## config.mk

```make
export PLATFORM = sky130hd
export DESIGN_NAME = pcie_tx_mwr
export DESIGN_NICKNAME = d
export VERILOG_FILES = /design/src/rtl/pcie_tlp_pkg.sv /design/src/rtl/pcie_mwr_beat_mux.sv /design/src/rtl/pcie_tx_mwr.sv
export SDC_FILE = /design/constraint.sdc
export NUM_CORES = 1
export LEC_CHECK = 0
export ABC_CLOCK_PERIOD_IN_PS = 6400
export BUFFER_PORTS_ARGS = -buffer_cell sky130_fd_sc_hd__buf_4
export CAP_MARGIN = 20
export CORE_ASPECT_RATIO = 0.9
export CORE_MARGIN = 5
export CORE_UTILIZATION = 56
export CTS_CLUSTER_DIAMETER = 40
export DETAILED_ROUTE_END_ITERATION = 8
export PLACE_DENSITY = 0.82
export SYNTH_ARGS = -nofsm -noshare
export SYNTH_HDL_FRONTEND = slang
export SYNTH_SLANG_ARGS = --single-unit
```

## constraint.sdc

```tcl
create_clock -name clk -period 6.4 [get_ports clk]
set_clock_uncertainty 0.05 [all_clocks]
set_input_delay 0.96 -clock clk [delete_from_list [all_inputs] [get_ports clk]]
set_output_delay 0.96 -clock clk [all_outputs]
set_load 0.05 [all_outputs]
```

## src/rtl/pcie_tlp_pkg.sv

```systemverilog
// Shared TLP constants and the transmit FSM state type for the MWr32
// transmit path.
package pcie_tlp_pkg;

    localparam logic [1:0] FMT_3DW_DATA = 2'b10;
    localparam logic [4:0] TYPE_MEM     = 5'b00000;
    localparam int         MWR32_BEATS  = 8;
    localparam logic [3:0] FIRST_BE_ALL = 4'hF;

    typedef enum logic [1:0] {
        IDLE,
        CREDIT,
        REQ,
        XMIT
    } tx_state_t;

endpackage

```

## src/rtl/pcie_mwr_beat_mux.sv

```systemverilog
// Selects one 16-bit beat of a 3DW-header, 1DW-payload Memory Write TLP.
// Beats are sent most-significant half first.
module pcie_mwr_beat_mux
    import pcie_tlp_pkg::*;
(
    input  logic [31:2] addr,
    input  logic [31:0] data,
    input  logic [15:0] req_id,
    input  logic [7:0]  tag,
    input  logic [2:0]  tc,
    input  logic [2:0]  idx,
    output logic [15:0] beat
);

    // Length is fixed at one DW; only the first DW byte enables are used.
    always_comb begin
        beat = '0;
        case (idx)
            3'd0: beat = {1'b0, FMT_3DW_DATA, TYPE_MEM, 1'b0, tc, 4'b0000};
            3'd1: beat = {1'b0, 1'b0, 2'b00, 2'b00, 10'd1};
            3'd2: beat = req_id;
            3'd3: beat = {tag, 4'h0, FIRST_BE_ALL};
            3'd4: beat = addr[31:16];
            3'd5: beat = {addr[15:2], 2'b00};
            3'd6: beat = data[31:16];
            3'd7: beat = data[15:0];
            default: beat = '0;
        endcase
    end

endmodule

```

## src/rtl/pcie_tx_mwr.sv

```systemverilog
// Transmit-side Memory Write TLP source for the VC0 TX interface: latches a
// one-word command, checks posted credits, and streams eight 16-bit beats.
module pcie_tx_mwr
    import pcie_tlp_pkg::*;
#(
    parameter int         CREDIT_CHECK = 1,
    parameter logic [2:0] TC           = 3'd0
) (
    input  logic        clk,
    input  logic        rst,
    input  logic        send,
    input  logic [31:0] send_addr,
    input  logic [31:0] send_data,
    input  logic [7:0]  bus_num,
    input  logic [4:0]  dev_num,
    input  logic [2:0]  func_num,
    input  logic        bme,
    output logic        busy,
    output logic        done,
    output logic        dropped,
    output logic [15:0] pkt_count,
    output logic        tx_req,
    input  logic        tx_rdy,
    input  logic [8:0]  tx_ca_ph,
    input  logic [12:0] tx_ca_pd,
    input  logic        tx_ca_p_recheck,
    output logic [15:0] tx_data,
    output logic        tx_st,
    output logic        tx_end,
    output logic        tx_nlfy
);

    localparam logic [2:0] LAST_IDX = 3'(MWR32_BEATS - 1);

    tx_state_t   state;
    logic [2:0]  idx;
    logic [7:0]  tag;
    logic [31:2] cmd_addr;
    logic [31:0] cmd_data;
    logic [15:0] cmd_req_id;
    logic [15:0] beat;
    logic        credit_ok;
    logic        in_xmit;

    assign credit_ok = (CREDIT_CHECK == 0) || ((tx_ca_ph != '0) && (tx_ca_pd != '0));

    // Any send that does not start a packet (busy, or bus mastering off)
    // is reported back through dropped rather than queued.
    always_ff @(posedge clk or posedge rst) begin
        if (rst) begin
            state      <= IDLE;
            idx        <= '0;
            tag        <= '0;
            cmd_addr   <= '0;
            cmd_data   <= '0;
            cmd_req_id <= '0;
            pkt_count  <= '0;
            done       <= 1'b0;
            dropped    <= 1'b0;
        end else begin
            done    <= 1'b0;
            dropped <= send && !((state == IDLE) && bme);
            case (state)
                IDLE: begin
                    if (send && bme) begin
                        cmd_addr   <= send_addr[31:2];
                        cmd_data   <= send_data;
                        cmd_req_id <= {bus_num, dev_num, func_num};
                        state      <= CREDIT;
                    end
                end
                CREDIT: begin
                    if (credit_ok) begin
                        state <= REQ;
                    end
                end
                REQ: begin
                    if (tx_rdy) begin
                        state <= XMIT;
                        idx   <= '0;
                    end else if (tx_ca_p_recheck) begin
                        state <= CREDIT;
                    end
                end
                XMIT: begin
                    if (tx_rdy) begin
                        if (idx == LAST_IDX) begin
                            state     <= IDLE;
                            idx       <= '0;
                            done      <= 1'b1;
                            pkt_count <= pkt_count + 16'd1;
                            tag       <= tag + 8'd1;
                        end else begin
                            idx <= idx + 3'd1;
                        end
                    end
                end
                default: state <= IDLE;
            endcase
        end
    end

    pcie_mwr_beat_mux u_beat_mux (
        .addr   (cmd_addr),
        .data   (cmd_data),
        .req_id (cmd_req_id),
        .tag    (tag),
        .tc     (TC),
        .idx    (idx),
        .beat   (beat)
    );

    assign in_xmit = (state == XMIT);
    assign busy    = (state != IDLE);
    assign tx_req  = (state == REQ);
    assign tx_st   = in_xmit && (idx == 3'd0);
    assign tx_end  = in_xmit && (idx == LAST_IDX);
    assign tx_data = in_xmit ? beat : 16'h0000;
    assign tx_nlfy = 1'b0;

endmodule

```

==> results.json <==
{
  "outcome": "completed",
  "whs_path_depth": 1,
  "seq_total_area_yosys": 0.540,
  "share_of_final_layout_standard_cells_stronger_than_drive_strength_1": 0.460,
  "top_area_cells_in_the_synthesized_netlist": "dfrtp_1 54%, mux2_2 16%, a222oi_1 4.2%",
  "mostFrequentLayoutCells": "144 x buf_4, 109 x dfrtp_1, 71 x mux2_2, 21 x a222oi_1, 20 x xnor2_1",
  "grt-ovfl-total": 0,
  "hp-class": "register to register",
  "i_o_buffers": 143,
  "yosysWarningCount": 0,
  "layout_commonest_cell": "buf_4",
  "ys_seq_elements": 109,
  "stdcell_area_mm2": 0.00636,
  "nets": 644,
  "clock_sink_count": 109,
  "cts_hold_buffers": 0,
  "synthFlopType": "dfrtp_1",
  "cp_data_required_time_ns": 5.39,
  "rsz0062_at_grt": "false",
  "number_of_cells_on_the_worst_reg_to_reg_path": 5,
  "fin_tns_setup_ns": 0,
  "finalWeightedCongestion": 0.776,
  "tritoncts.num_buffers": 9,
  "cp_data_arrival_time_ns": 3.43,
  "antenna_found_initial": 0,
  "timing.critical_path.fanout_max": 21,
  "post_synth_top_area_cell": "dfrtp_1",
  "clkLatencyLatePin_ns": 0.36,
  "avgSynthCellArea_um2": 12.7,
  "die_w_um": 110,
  "timing.max_slew.rel_slack": 0.264,
  "max_freq_mhz": 225,
  "clk_root_buffer_cell": "clkbuf_8",
  "setup.worst_path.end_class": "output port",
  "grt_pass1_wl_um": 19100,
  "timing_worst_setup_path_type": "register to output port",
  "maxSlewViolCount": 0,
  "cts_post_setup_buffers_inserted": 0,
  "cts.reportedPaths.clkPinSlew_ns": 0.09,
  "fin_crit_sh": 0.694,
  "synth_cells": 397,
  "synth-edff-count": 0,
  "total_routing_usage_gr": 0.222,
  "netlist_area_mm2": 0.00505,
  "leakage_nw": 3.00,
  "first_global_vias": 3825,
  "finalCoreUtilization": 0.732,
  "cts_tree": "built",
  "layout-area-overhead-vs-synth_pct": 26.0,
  "dieHeight_um": 100,
  "cell_pwr_density_mw_per_mm2": 360,
  "drt_drc_violations_left": 0,
  "drv.max_cap_violation_count": 0,
  "hpwl_um": 8460,
  "floorplan.rows": 32,
  "core_area_mm2": 0.00869,
  "post_dr_vias_cell": 5.74,
  "synthArstFlopShare": 1.00,
  "cts_resized": 0,
  "period_minus_slack_ns": 4.44,
  "setup_violations": 0,
  "detailroute.via_count": 3733,
  "syn-num-nets": 514,
  "h_tree_depth_reported_by_cts": 3,
  "preCtsSetupSlack_ns": 2.40,
  "insertedDiodeCount": 0,
  "finalHoldViolCount": 0,
  "initial_core_util": 0.581,
  "ant_nets": 0,
  "dr.first_iter.drc_count": 228,
  "detail_route.first_pass.iterations": 6,
  "post-route-worst-setup-slack_ns": 1.96,
  "worst_pin_slew_ns": 1.10,
  "detail_route.wirelength_um": 11900,
  "vdd_drop_max_mv": 0.259,
  "synth.lib_cells_used.distinct": 39,
  "maximum_number_of_pins_on_one_net_before_global_route_repair": 88,
  "worstSetupStartpointType": "register",
  "design.die.area_mm2": 0.0110,
  "cts-root-to-sink-buffers": 2,
  "synth_top_cell_area_share": 0.540,
  "top_level_ports": 147,
  "route.detailed.wl_per_inst_um": 18.3,
  "detailed_place.area_mm2": 0.00614
}
[logic make-up (layout without fill, tap and decap cells)]
group                      Yosys count  count (layout)  share of synthesized area
adders and majority gates            9               9                     0.0223
and+or+nand+nor                     84              84                     0.0932
other                                1               1                   0.000743
muxes                               80              80                      0.185
xor gates and xnor gates            22              22                     0.0382
AOI/OAI and AO/OA                   60              60                     0.0878
buffers and inverters               32             166                     0.0322
DFF                                109             109                      0.540
[power by group]
group | leakage (nW) | total, mW | internal (mW) | switching [mW]
clock network | 0.0996 | 0.407 | 0.180 | 0.227
registers | 1.39 | 0.922 | 0.812 | 0.111
logic | 1.51 | 0.961 | 0.359 | 0.602
total | 3.00 | 2.29 | 1.35 | 0.939
[metrics by stage]
stage	power (mW)	hold WS, ns	std cells
finish	2.29	0.445	650
global route	2.41	0.467	650
CTS	2.30	0.449	649
detailed placement	1.90	0.430	634
global placement	1.86	0.415	634
floorplan	1.58	0.396	397
[state kept, by name, indices dropped and copies added, names as in the netlist]
| register | count |
|---|---|
| cmd_data | 32 |
| cmd_addr | 30 |
| cmd_req_id | 16 |
| pkt_count | 16 |
| tag | 8 |
| idx | 3 |
| state | 2 |
| done | 1 |
| dropped | 1 |
[critical path, stage by stage, from the launching register on]
cell      delay, ns
dfrtp_1        0.82
clkinv_1       0.48
ha_1           0.53
nor4_1         0.25
nand2_1        0.12
nand3_1        0.50
nor2_1         0.15
buf_4          0.23
[routing by layer]
metal | share of wire | global-route usage
met5 | 0 | 0
met4 | 0.018 | 0.0642
met3 | 0.077 | 0.0514
met1 | 0.41 | 0.293
met2 | 0.49 | 0.366
[cell usage after synthesis, drive strengths merged (3+ instances only)]
master / instances
a21oi: 16
a222oi: 21
a31oi: 3
and3: 6
buf: 16
clkbuf: 10
dfrtp: 109
ha: 9
inv: 5
mux2: 80
nand2: 18
nand3: 12
nand4: 10
nor2: 11
nor2b: 11
nor3: 4
nor4: 5
o21ai: 10
xnor2: 20
[layout make-up]
class	count	area, µm²
flip-flops and latches	109	2730
fillers	587	2330
multi-input cells	256	2160
repair buffers	145	1110
well taps	119	149
clock buffers	9	124
clock inverters	6	62.6
inverters	6	25.0
[path summary, 6_finish.rpt]
kind,startpoint,slack (ns),endpoint
max in group asynchronous,rst,4.78,cmd_req_id[2]
setup reg to reg,idx[2],3.38,pkt_count[12]
hold / removal,pkt_count[15],0.45,pkt_count[15]
hold reg to reg,pkt_count[15],0.45,pkt_count[15]
setup / recovery,idx[2],1.96,tx_data[4]
min in group asynchronous,rst,0.49,cmd_data[21]
No activity file was read; power rests on OpenSTA's default activity.
